--- src/rtl/debounced_input_pio.sv ---
// Debounced parallel input port with an Avalon-MM register interface.
// Edge capture with write-1-to-clear and a masked, registered level irq.
module debounced_input_pio #(
  parameter int unsigned WIDTH           = 4,
  parameter int unsigned DEBOUNCE_CYCLES = 50000,
  parameter bit          INVERT          = 1'b1
) (
  input  logic             clk,
  input  logic             reset_n,
  input  logic [WIDTH-1:0] in_port,
  input  logic [1:0]       address,
  input  logic             chipselect,
  input  logic             read,
  input  logic             write,
  input  logic [31:0]      writedata,
  output logic [31:0]      readdata,
  output logic             irq
);

  localparam int unsigned CW = $clog2(DEBOUNCE_CYCLES + 1);
  localparam logic [CW-1:0] CNT_LAST =
    CW'(DEBOUNCE_CYCLES - 1);

  typedef logic [CW-1:0] cnt_t;

  logic [WIDTH-1:0] raw;
  logic [WIDTH-1:0] sync1_q, sync2_q;
  logic [WIDTH-1:0] stable_q, stable_d;
  logic [WIDTH-1:0] stable_dly_q;
  logic [WIDTH-1:0] mask_q, mask_d;
  logic [WIDTH-1:0] cap_q, cap_d;
  logic [WIDTH-1:0] rise, fall, cap_set;
  logic [WIDTH-1:0] wdata, cap_clr;
  logic [1:0]       mode_q, mode_d;
  logic             irq_q, irq_d;
  logic [31:0]      rdata_q, rdata_d;
  logic             wr_en, rd_en;
  logic             unused_wd;

  assign raw       = INVERT ? ~in_port : in_port;
  assign wdata     = writedata[WIDTH-1:0];
  assign unused_wd = ^writedata;
  assign wr_en     = chipselect & write;
  assign rd_en     = chipselect & read;

  // Stable bit flips once the difference has held for the full window.
  for (genvar i = 0; i < WIDTH; i++) begin : g_ch
    cnt_t cnt_q, cnt_d;
    logic stb_d;

    always_comb begin
      cnt_d = '0;
      stb_d = stable_q[i];
      if (sync2_q[i] != stable_q[i]) begin
        if (cnt_q == CNT_LAST) begin
          stb_d = ~stable_q[i];
        end else begin
          cnt_d = cnt_q + cnt_t'(1);
        end
      end
    end

    always_ff @(posedge clk or negedge reset_n) begin
      if (!reset_n) begin
        cnt_q <= '0;
      end else begin
        cnt_q <= cnt_d;
      end
    end

    assign stable_d[i] = stb_d;
  end

  assign rise = stable_q & ~stable_dly_q;
  assign fall = ~stable_q & stable_dly_q;

  always_comb begin
    cap_set = '0;
    unique case (mode_q)
      2'b00:   cap_set = rise;
      2'b01:   cap_set = fall;
      2'b10:   cap_set = rise | fall;
      default: cap_set = '0;
    endcase
  end

  always_comb begin
    mask_d  = mask_q;
    mode_d  = mode_q;
    cap_clr = '0;
    if (wr_en) begin
      unique case (address)
        2'd1:    mask_d  = wdata;
        2'd2:    cap_clr = wdata;
        2'd3:    mode_d  = writedata[1:0];
        default: ;
      endcase
    end
    // A new edge outranks a simultaneous clear.
    cap_d = (cap_q & ~cap_clr) | cap_set;
    irq_d = |(cap_q & mask_q);
  end

  always_comb begin
    rdata_d = rdata_q;
    if (rd_en) begin
      unique case (address)
        2'd0: rdata_d = 32'(stable_q);
        2'd1: rdata_d = 32'(mask_q);
        2'd2: rdata_d = 32'(cap_q);
        2'd3: rdata_d = {30'd0, mode_q};
      endcase
    end
  end

  always_ff @(posedge clk or negedge reset_n) begin
    if (!reset_n) begin
      sync1_q      <= '0;
      sync2_q      <= '0;
      stable_q     <= '0;
      stable_dly_q <= '0;
      mask_q       <= '0;
      cap_q        <= '0;
      mode_q       <= 2'b00;
      irq_q        <= 1'b0;
      rdata_q      <= '0;
    end else begin
      sync1_q      <= raw;
      sync2_q      <= sync1_q;
      stable_q     <= stable_d;
      stable_dly_q <= stable_q;
      mask_q       <= mask_d;
      cap_q        <= cap_d;
      mode_q       <= mode_d;
      irq_q        <= irq_d;
      rdata_q      <= rdata_d;
    end
  end

  assign readdata = rdata_q;
  assign irq      = irq_q;

endmodule

--- config.mk ---
export PLATFORM = sky130hd
export DESIGN_NAME = debounced_input_pio
export DESIGN_NICKNAME = d
export VERILOG_FILES = /design/src/rtl/debounced_input_pio.sv
export SDC_FILE = /design/constraint.sdc
export NUM_CORES = 1
export LEC_CHECK = 0
export BUFFER_PORTS_ARGS = -buffer_cell sky130_fd_sc_hd__buf_4
export CORE_MARGIN = 3
export CORE_UTILIZATION = 56
export DETAILED_ROUTE_END_ITERATION = 7
export MAX_ROUTING_LAYER = met4
export PLACE_DENSITY = 0.89
export SYNTH_ARGS = -nofsm -noshare
export SYNTH_HDL_FRONTEND = slang
export SYNTH_SLANG_ARGS = --single-unit
--- constraint.sdc ---
create_clock -name clk -period 3.4 [get_ports clk]
set_input_delay 0.34 -clock clk [delete_from_list [all_inputs] [get_ports clk]]
set_output_delay 0.34 -clock clk [all_outputs]
set_load 0.01 [all_outputs]
=== Word-level counts from Yosys, hierarchy flattened ===
Cells that the tools add are included.

* Input bits: 43
* Output and inout bits: 33
* Word-level logic and storage cells: 70
* Register bits after elaboration: 123

* Bitwise gates (word level): 16
* Reduce and logical (&&, ||, !) cells: 9
* Muxes and demuxes: 12
* Add/subtract/negate cells: 4
* Equality and inequality tests: 13

{| class="wikitable"
|+ Operators by type and width
! operator !! number
|-
| 16-bit 2-to-1 mux || 8
|-
| 32-bit case mux with 4 select lines || 1
|-
| 16-bit by 1-bit adder with 16-bit output (second input constant) || 4
|-
| 16-bit == test (second input constant) || 4
|-
| 4-bit AND || 4
|-
| 4-bit NOT || 4
|-
| 4-bit case mux with 3 select lines || 1
|-
| 2-bit AND reduction || 6
|-
| 4-bit 2-to-1 mux || 2
|-
| 4-bit bitwise OR || 2
|-
| 2-bit == test (second input constant) || 3
|-
| 2-bit by 1-bit == test with 1-bit output (second input constant) || 2
|-
| 2-bit logical NOT || 2
|-
| 1-bit != test || 4
|-
| 1-bit NOT || 4
|-
| 4-bit OR reduction || 1
|-
| 1-bit AND || 2
|}

=== Logic depth before layout (Yosys ltp) ===
Gate-level depths: netlist (run 1).

* Depth in word-level cells: 6
* Gate-level depth with buffers: 6
* Mapped depth without buffers: 5

=== Worst setup path after synthesis (run 1) ===
No wires, ideal clock.

* Kind: register to register
* Start point: reg g_ch[0].cnt_q[10]
* End point: reg g_ch[0].cnt_q[10]
* Data arrival time: 1.607 ns
* Clock period less this slack: 1.725 ns
* Slack: 1.675 ns
* Cell stages (with the launch flop): 5
* Cell sequence: dfrtp_1 > or4_4 > o41ai_4 > buf_6 > nor2_1

* Longest elaborated chain between the ends: 3

{| class="wikitable"
|+ Ends and longest elaborated chain
! element !! line !! text
|-
| start: declaration || 48 || <nowiki>cnt_t cnt_q, cnt_d;</nowiki>
|-
| start signal: assignment || 67 || <nowiki>cnt_q <= cnt_d;</nowiki>
|-
| 16-bit by 1-bit adder with 16-bit output / 16-bit == test (equally long branches) || 58, 55 ||
|-
| 16-bit 2-to-1 mux * || 55 || <nowiki>if (cnt_q == CNT_LAST) begin</nowiki>
|-
| 16-bit 2-to-1 mux * || 54 || <nowiki>if (sync2_q[i] != stable_q[i]) begin</nowiki>
|-
| net g_ch[0].cnt_d[10] || 48 ||
|}

The timed path passes the listed nets; every way through them passes the cells marked *.
A chain may end at the register's enable or synchronous reset.

=== Final worst setup path (run 1) ===
* Start point: reg g_ch[0].cnt_q[10]
* End point: reg g_ch[0].cnt_q[14]

The elaborated chain is that of the path after synthesis.

==> results_dict.tcl, run 1 <==
set metrics [dict create \
    cts_tree "done" \
    cts_buffer_depth 2 \
    routabilityCongestion 0.885 \
    yosysSeqAreaShare_pct 50.6 \
    drcViolationCount 0 \
    critical_path.max_fanout 16 \
    rsz0062_at_grt "no" \
    clock.fmax_mhz 477 \
    status "complete, no violations" \
    fp.dieH_um 97.6 \
    syn_avg_cell_area_um2 10.5 \
    globalRouteTotalUtil_pct 19.9 \
    end_kind "flip-flop" \
    postCtsHoldBufs 1 \
    start_kind "flip-flop" \
    skew_ns 0.00775 \
    ant_nets 0 \
    area_growth_pct 7.22 \
    setup_ws_ns 1.30 \
    synth_top_area_cell "dfrtp_1" \
    overflow 0 \
    endpoint "g_ch[0].cnt_q[14]" \
    worst_slew_pin_slew_ns 0.861 \
    slew_violations 0 \
    insertion_delay_ns 0.36 \
    critPathKind "flip-flop to flip-flop" \
    grt_pass1_wl_mm 15.2 \
    die_width_um 97.6 \
    netlist.area_leader.share_pct 50.6 \
    p_leak_nw 2.14 \
    pre_cts_ws_ns 1.32 \
    numClockSinks 95 \
    initial_core_util_pct 59.2 \
    final_util_pct 63.5 \
    crit_start "g_ch[0].cnt_q[10]" \
    cts-htree-levels 3 \
    crit_chain "or4_4, o41ai_4, nor2_1" \
    dp.cells 565 \
    rrSetupSlack_ns 1.30 \
    reg2reg_to "g_ch[0].cnt_q[14]" \
    wl_mm 8.69 \
    port_buffers 19 \
    num_rows 32 \
    dieArea_um2 9520 \
    synth_edf_count 0 \
    diodes 0 \
    syn-cell-area_um2 4700 \
    synth_seq_cells 95 \
    nNetsFinal 530 \
    clk_pin_slew_ns 0.09 \
    dr.pass1.iters 4 \
    grt_max_degree 51 \
    post_cts_buffers 0 \
    slew-limit-headroom_pct 42.4 \
    worstPathRequired_ns 3.61 \
    drt-initial-drc-count 153 \
    ys.flop_type "dfrtp_1" \
    antenna_found_initial 0 \
    routed_via_density 5.56 \
    cts.repair.resized 0 \
    setup_viol 0 \
    synth_most_common_cell "dfrtp_1" \
    cts_buffers 9 \
    hp-class "primary input to flip-flop" \
    cts-root-buf "clkbuf_8" \
    cp_data_arrival_time_ns 2.31 \
    syn_inst 449 \
    drive_gt1_share_pct 11.3 \
    layout.cells.non_filler 581 \
    synthArstFlopShare_pct 100 \
    critical_path.slowest_cell "o41ai_4" \
    hold_viol_final 0 \
    drt-wirelength-per-cell_um 15.0 \
    io_pins 76 \
    synth.top_cells.by_area "dfrtp_1, xnor2_1, nor2_1" \
    core_um2 7930 \
    final.period_utilization_pct 61.7 \
    grt_pass1_vias 3253 \
    yosys_warnings 0 \
    fin_setup_tns_ns 0 \
    vias 3230 \
    drv_cap 0 \
    total_power_mw 2.17 \
    min_period_ns 2.10 \
    dp_hpwl_mm 5.88 \
    regToRegStartpoint "g_ch[0].cnt_q[10]" \
    fillers 587 \
    synthTopCellsByCount "dfrtp_1, nor2_1, xnor2_1" \
    pwr_density_cell_nw_per_um2 431 \
    r2r_cells 3 \
    cp_slowest_stage_delay_ns 0.79 \
    ir_drop_v 0.000260 \
    ys_types 38 \
]
where the power goes:
group | internal (mW) | switching, mW | leakage [nW] | total (mW)
logic | 0.0994 | 0.113 | 0.790 | 0.212
clock network | 0.333 | 0.379 | 0.0871 | 0.711
registers | 1.19 | 0.0560 | 1.26 | 1.25
total | 1.62 | 0.548 | 2.14 | 2.17
critical path, delay by kind of cell, from the launching register on:
kind            cells  cell delay [ns]
flops               1             0.47
simple gates        2             0.70
compound gates      1             0.79
state kept, by name, summed over array words and instances, names as in the netlist:
signal / flops
sync2_q: 4
mask_q: 4
irq: 1
stable_dly_q: 4
readdata: 4
mode_q: 2
cap_q: 4
g_ch.cnt_q: 64
stable_q: 4
sync1_q: 4
routing by layer:
layer	up-vias	global-route usage (%)	part of all wire, %
li1	1539	-	-
met2	112	31.8	49
met1	1561	25.0	43
met4	0	6.71	1.7
met5	-	-	0
met3	18	4.88	6.1
final cells by class:
cell class / count / area (µm²) / share of cell area [%]
Clock buffer: 9 / 124 / 2.46
Clock inverter: 6 / 62.6 / 1.24
Inverter: 23 / 86.3 / 1.71
Multi-Input combinational cell: 324 / 2090 / 41.5
Sequential cell: 95 / 2380 / 47.2
Tap cell: 102 / 128 / 2.53
Timing Repair Buffer: 22 / 168 / 3.33
metrics by stage:
| stage | hold slack [ns] | area [µm²] |
|---|---|---|
| 4_1_cts | 0.0992 | 5030 |
| 3_5_place_dp | 0.175 | 4840 |
| 3_3_place_gp | 0.171 | 4840 |
| 6_report | 0.112 | 5030 |
| 5_1_grt | 0.100 | 5030 |
| 2_1_floorplan | 0.0444 | 4800 |
worst min-delay path by stage:
stage,start,to,slack [ns],cells after the start
6_report,in_port[0],sync1_q[0],0.11,2
5_1_grt,in_port[1],sync1_q[1],0.10,2
4_1_cts,in_port[0],sync1_q[0],0.1,2
3_5_place_dp,reset_n,g_ch[3].cnt_q[11],0.17,1
3_3_place_gp,reset_n,g_ch[3].cnt_q[11],0.17,1
2_1_floorplan,reset_n,cap_q[0],0.04,0
cell families (layout without fill, tap and decap cells):
logic type               count (synthesis)  in the layout  synth area share, %
AO/OA/AOI/OAI                           18             18                 3.68
flip-flops                              95             95                 50.6
buffers and inverters                   57             60                 7.03
AND/OR/NAND/NOR                        191            191                 20.1
multiplexers                            16             16                 4.26
other                                    1             28               0.0799
XOR/XNOR                                59             59                 11.0
adder cells (fa/ha/maj)                 12             12                 3.20
layout by cell type (no fill, tap or decap), types with 14 or more instances in the layout:
cell / synthesis / routed
inv_1: 23 / 23
nor2_1: 74 / 74
nor3_1: 15 / 15
conb_1: 1 / 28
nor4_1: 19 / 19
xor2_1: 14 / 14
dfrtp_1: 95 / 95
nand4_1: 17 / 17
nand3_1: 21 / 21
nand2_1: 23 / 23
buf_4: 29 / 21
xnor2_1: 45 / 45
No activity file was read; power rests on OpenSTA's default activity.
==> run 2, diff against run 1 <==
--- a/config.mk
+++ b/config.mk
@@ -5,12 +5,13 @@
 export SDC_FILE = /design/constraint.sdc
 export NUM_CORES = 1
 export LEC_CHECK = 0
+export ABC_AREA = 1
 export BUFFER_PORTS_ARGS = -buffer_cell sky130_fd_sc_hd__buf_4
 export CORE_MARGIN = 3
 export CORE_UTILIZATION = 56
 export DETAILED_ROUTE_END_ITERATION = 7
 export MAX_ROUTING_LAYER = met4
-export PLACE_DENSITY = 0.89
+export PLACE_DENSITY = 0.88
 export SYNTH_ARGS = -nofsm -noshare
 export SYNTH_HDL_FRONTEND = slang
 export SYNTH_SLANG_ARGS = --single-unit
==> constraint.sdc (replaced) <==
create_clock -name clk -period 2 [get_ports clk]
set_input_delay 0.2 -clock clk [delete_from_list [all_inputs] [get_ports clk]]
set_output_delay 0.2 -clock clk [all_outputs]
set_load 0.01 [all_outputs]
==> run 2 against run 1 <==
Effect of this change: critical endpoint is now g_ch[1].cnt_q[3]; area after synthesis increased by 11%; global-route usage is 1.6 points higher; total power is 74% higher; cell area up 13%.
==> results_dict.tcl, run 2 <==
set metrics [dict create \
    drt-wirelength-per-cell_um 12.5 \
    dieArea_um2 10500 \
    grt_pass1_vias 3836 \
    drcViolationCount 0 \
    yosys_warnings 0 \
    numClockSinks 95 \
    critical_path.max_fanout 8 \
    ys.flop_type "dfrtp_1" \
    fillers 745 \
    ant_nets 0 \
    dp.cells 791 \
    synth_seq_cells 95 \
    hold_viol_final 0 \
    routed_via_density 5.11 \
    syn-cell-area_um2 5210 \
    cts-root-buf "clkbuf_8" \
    layout_common_cells "nand2_1, nor2_1, dfrtp_1, inv_1, nand3_1" \
    nNetsFinal 754 \
    overflow 0 \
    diodes 0 \
    end_kind "flip-flop" \
    ys_types 32 \
    p_leak_nw 2.73 \
    cp_slowest_stage_delay_ns 0.41 \
    cts_buffers 9 \
    slew_violations 0 \
    start_kind "flip-flop" \
    synthArstFlopShare_pct 100 \
    pre_cts_ws_ns 0.516 \
    die_width_um 102 \
    min_period_ns 1.51 \
    synth_edf_count 0 \
    io_pins 76 \
    area_growth_pct 8.76 \
    clock.fmax_mhz 661 \
    dr.pass1.iters 5 \
    netlist.area_leader.share_pct 45.6 \
    placed_cell_area_um2 5410 \
    crit_chain "ha_1, nand3_1, nor2_1, nand2_1, nand2_2, nor2_1" \
    synth_top_area_cell "dfrtp_1" \
    rsz0062_at_grt "no" \
    final.period_utilization_pct 75.7 \
    drv_cap 0 \
    insertion_delay_ns 0.36 \
    wl_mm 10.1 \
    synth.top_cells.by_area "dfrtp_1, nand2_1, nor2_1" \
    rrSetupSlack_ns 0.49 \
    port_buffers 19 \
    ff_latch_area_um2 2380 \
    cts_buffer_depth 2 \
    synthTopCellsByCount "nand2_1, nor2_1, dfrtp_1" \
    crit_path_frequent_cell "nor2_1" \
    hold_ws_ns 0.0838 \
    critPathKind "flip-flop to flip-flop" \
    hp-class "primary input to flip-flop" \
    grt_pass1_wl_mm 17.4 \
    cts_tree "done" \
    yosysSeqAreaShare_pct 45.6 \
    largest_reg_flops 64 \
    fp.dieH_um 102 \
    initial_core_util_pct 58.6 \
    worstPathRequired_ns 2.25 \
    num_rows 34 \
    ir_drop_v 0.000324 \
    multi_input_area_um2 2410 \
    setup_ws_ns 0.486 \
    crit_cells 6 \
    crit_family "simple AND/OR/NAND/NOR gates" \
    syn_inst 663 \
    fin_area_um2 5670 \
    status "complete, no violations" \
    core_um2 8890 \
    layout.cells.non_filler 810 \
    dp_hpwl_mm 7.52 \
    path_buf_inv 0 \
    final_common_cell "nand2_1" \
    cp_data_arrival_time_ns 1.76 \
    pwr_density_cell_nw_per_um2 666 \
    globalRouteTotalUtil_pct 21.5 \
    antenna_found_initial 0 \
    routabilityCongestion 0.939 \
    syn_avg_cell_area_um2 7.86 \
    skew_ns 0.0125 \
    drt-initial-drc-count 214 \
    vias 4136 \
    r2r_cells 6 \
    fin_setup_tns_ns 0 \
    hold_depth 3 \
    synth_most_common_cell "nand2_1" \
    cts-htree-levels 3 \
    setup_viol 0 \
    clk_pin_slew_ns 0.08 \
    grt_max_degree 43 \
    critical_path.slowest_cell "dfrtp_1" \
    drive_gt1_share_pct 8.97 \
    top_register "g_ch.cnt_q" \
]
-- run 2: cell count changes in the layout (fill, tap and decap cells not counted), moves of 14 or more --
cell,previous run,this run
xor2_1,14,28
nand4_1,17,2
inv_1,23,83
nor2_1,74,137
nand3_1,21,48
nor4_1,19,0
nand2_1,23,147
xnor2_1,45,3
-- run 2: per-stage QoR --
step | power [mW] | utilization [%]
CTS | 3.81 | 63.7
detailed placement | 2.44 | 60.8
floorplan | 2.32 | -
global route | 3.96 | 63.7
finish | 3.78 | 63.7
global placement | 2.42 | 60.8
-- run 2: worst reg2reg max path: cells and delay by family (launching register included) --
family,cells,cell delay (ns)
DFF,1,0.41
adders and majority gates,1,0.27
and+or+nand+nor,5,0.71
-- run 2: power breakdown --
| part | internal [mW] | leakage (nW) | switching (mW) |
|---|---|---|---|
| clock | 0.728 | 0.105 | 0.639 |
| sequential | 2.00 | 1.28 | 0.0731 |
| combinational | 0.120 | 1.34 | 0.213 |
| total | 2.85 | 2.73 | 0.925 |
-- run 2: what timing repair did --
item / CTS / global route
resized for setup: 0 / 0
buffers inserted: 0 / 0
endpoints found under the hold margin: 39 / 0
hold buffers: 5 / 0
-- run 2: logic make-up (layout without fill, tap and decap cells) --
| family | count (synthesis) | count (layout) | share of synthesized area, % |
|---|---|---|---|
| other | 1 | 28 | 0.0720 |
| buffers and inverters | 113 | 125 | 10.2 |
| AOI/OAI and AO/OA | 43 | 43 | 4.99 |
| and+or+nand+nor | 366 | 366 | 30.4 |
| DFF | 95 | 95 | 45.6 |
| adders and majority gates | 12 | 12 | 2.88 |
| xor gates and xnor gates | 33 | 33 | 5.83 |
-- run 2: cell type report --
cell class | instances | area share (%)
multi-input combinational | 482 | 42.5
sequential | 95 | 41.9
inverter | 85 | 5.63
timing repair buffer | 26 | 3.89
clock buffer | 11 | 2.49
tap | 108 | 2.38
clock inverter | 3 | 1.21
-- run 2: worst paths after layout --
kind | start | end
hold reg to reg | sync1_q[0] | sync2_q[0]
setup reg to reg | g_ch[1].cnt_q[0] | g_ch[1].cnt_q[3]
setup / recovery | g_ch[1].cnt_q[0] | g_ch[1].cnt_q[3]
max in group asynchronous | reset_n | sync2_q[1]
min in group asynchronous | reset_n | g_ch[2].cnt_q[12]
hold / removal | writedata[0] | mode_q[0]
-- run 2: per-layer routing --
layer / part of all wire (%) / GRT usage (%)
met1: 46 / 28.4
met2: 48 / 33.2
met3: 4.4 / 2.66
met4: 2.0 / 9.89
met5: 0 / -
==> run 3, diff against run 2 <==
==> constraint.sdc (replaced) <==
create_clock -name clk -period 1.4 [get_ports clk]
set_input_delay 0.14 -clock clk [delete_from_list [all_inputs] [get_ports clk]]
set_output_delay 0.14 -clock clk [all_outputs]
set_load 0.01 [all_outputs]
==> run 3 against run 2 <==
Effect of this change: die area unchanged; clock power rose by 51%; maximum frequency grew 14%; largest cell class unchanged; critical path type unchanged.
==> results_dict.tcl, run 3 (synthesis gave the netlist of run 2 again) <==
set metrics [dict create \
    r2r_cells 6 \
    final.period_utilization_pct 95.2 \
    ant_nets 0 \
    setup_viol 0 \
    initial_core_util_pct 58.6 \
    placed_cell_area_um2 5490 \
    drcViolationCount 0 \
    slew_violations 0 \
    cts-root-buf "clkbuf_8" \
    core_um2 8890 \
    grt_pass1_vias 4034 \
    setup_ws_ns 0.0674 \
    status "complete, no violations" \
    cts_tree "done" \
    grt_max_degree 29 \
    io_pins 76 \
    end_kind "flip-flop" \
    cp_data_arrival_time_ns 1.59 \
    wl_mm 10.5 \
    top_register "g_ch.cnt_q" \
    rrSetupSlack_ns 0.07 \
    drv_cap 0 \
    port_buffers 19 \
    hold_viol_final 0 \
    start_kind "flip-flop" \
    min_period_ns 1.33 \
    fin_area_um2 5840 \
    routed_via_density 5.19 \
    cts_buffer_depth 2 \
    critPathKind "flip-flop to flip-flop" \
    hp-class "primary input to flip-flop" \
    cts-htree-levels 3 \
    ir_drop_v 0.000522 \
    critical_path.max_fanout 7 \
    reg2reg_to "g_ch[0].cnt_q[8]" \
    pwr_density_cell_nw_per_um2 950 \
    area_growth_pct 12.1 \
    dieArea_um2 10500 \
    clk_pin_slew_ns 0.09 \
    overflow 0 \
    numClockSinks 95 \
    cts_buffers 9 \
    die_width_um 102 \
    diodes 0 \
    fp.dieH_um 102 \
    dp_hpwl_mm 7.73 \
    largest_reg_flops 64 \
    dr.pass1.iters 6 \
    drt-wirelength-per-cell_um 12.7 \
    nNetsFinal 763 \
    num_rows 34 \
    regToRegStartpoint "g_ch[0].cnt_q[1]" \
    endpoint "g_ch[0].cnt_q[8]" \
    vias 4264 \
    insertion_delay_ns 0.37 \
    drt-initial-drc-count 235 \
    crit_start "g_ch[0].cnt_q[1]" \
    hold_depth 3 \
    layout_common_cells "nand2_1, nor2_1, dfrtp_1, inv_1, nand3_1" \
    final_common_cell "nand2_1" \
    fin_setup_tns_ns 0 \
    grt_pass1_wl_mm 17.5 \
    drive_gt1_share_pct 11.9 \
    pre_cts_ws_ns 0.0205 \
    globalRouteTotalUtil_pct 21.5 \
    skew_ns 0.0137 \
    antenna_found_initial 0 \
    worstPathRequired_ns 1.66 \
    routabilityCongestion 0.940 \
    p_leak_nw 2.80 \
    clock.fmax_mhz 750 \
]
## run 3: worst min path at each step
stage	end	slack, ns	start
2_1_floorplan	cap_q[0]	-0.16	reset_n
3_3_place_gp	g_ch[2].cnt_q[12]	0.1	reset_n
3_5_place_dp	g_ch[2].cnt_q[12]	0.10	reset_n
4_1_cts	mode_q[0]	0.02	writedata[0]
5_1_grt	mode_q[0]	0.04	writedata[0]
6_report	mode_q[0]	0.02	writedata[0]
## run 3: layer usage
| metal | track usage (%) | wire length, µm |
|---|---|---|
| met1 | 26.8 | 4470 |
| met2 | 34.8 | 5170 |
| met3 | 3.07 | 598 |
| met4 | 9.89 | 225 |
| met5 | - | 0 |
## run 3: timing repair
item / CTS / global route
setup buffers: 0 / 1
endpoints found under the hold margin: 29 / 0
setup endpoints to repair: 0 / 32
hold buffers: 5 / 0
resized for setup: 0 / 14
## run 3: where the power goes
group	internal, mW	switching (mW)
registers	2.86	0.0952
logic	0.201	0.320
clock network	1.11	0.957
## run 3: metrics by stage
stage / instances / power [mW] / utilization [%] / hold WS (ns)
floorplan: 690 / 3.31 / - / -0.156
global placement: 799 / 3.48 / 61.8 / 0.0987
detailed placement: 799 / 3.50 / 61.8 / 0.103
CTS: 820 / 5.57 / 65.0 / 0.0180
global route: 821 / 5.78 / 65.7 / 0.0440
finish: 821 / 5.55 / 65.7 / 0.0242
## run 3: area by class of cell
type                    instances  area [µm²]
clock inverters                 4        77.6
well taps                     108         135
clock buffers                  12         155
flip-flops and latches         95        2380
inverters                      85         319
fillers                       681        3050
multi-input cells             482        2460
repair buffers                 35         313
## run 3: critical path, stage by stage (launching register included)
cell and delay [ns]:
dfrtp_1 0.38, ha_2 0.21, nand3_1 0.12, nor2_1 0.15
nand3_2 0.15, nand2_4 0.14, nor3_1 0.06
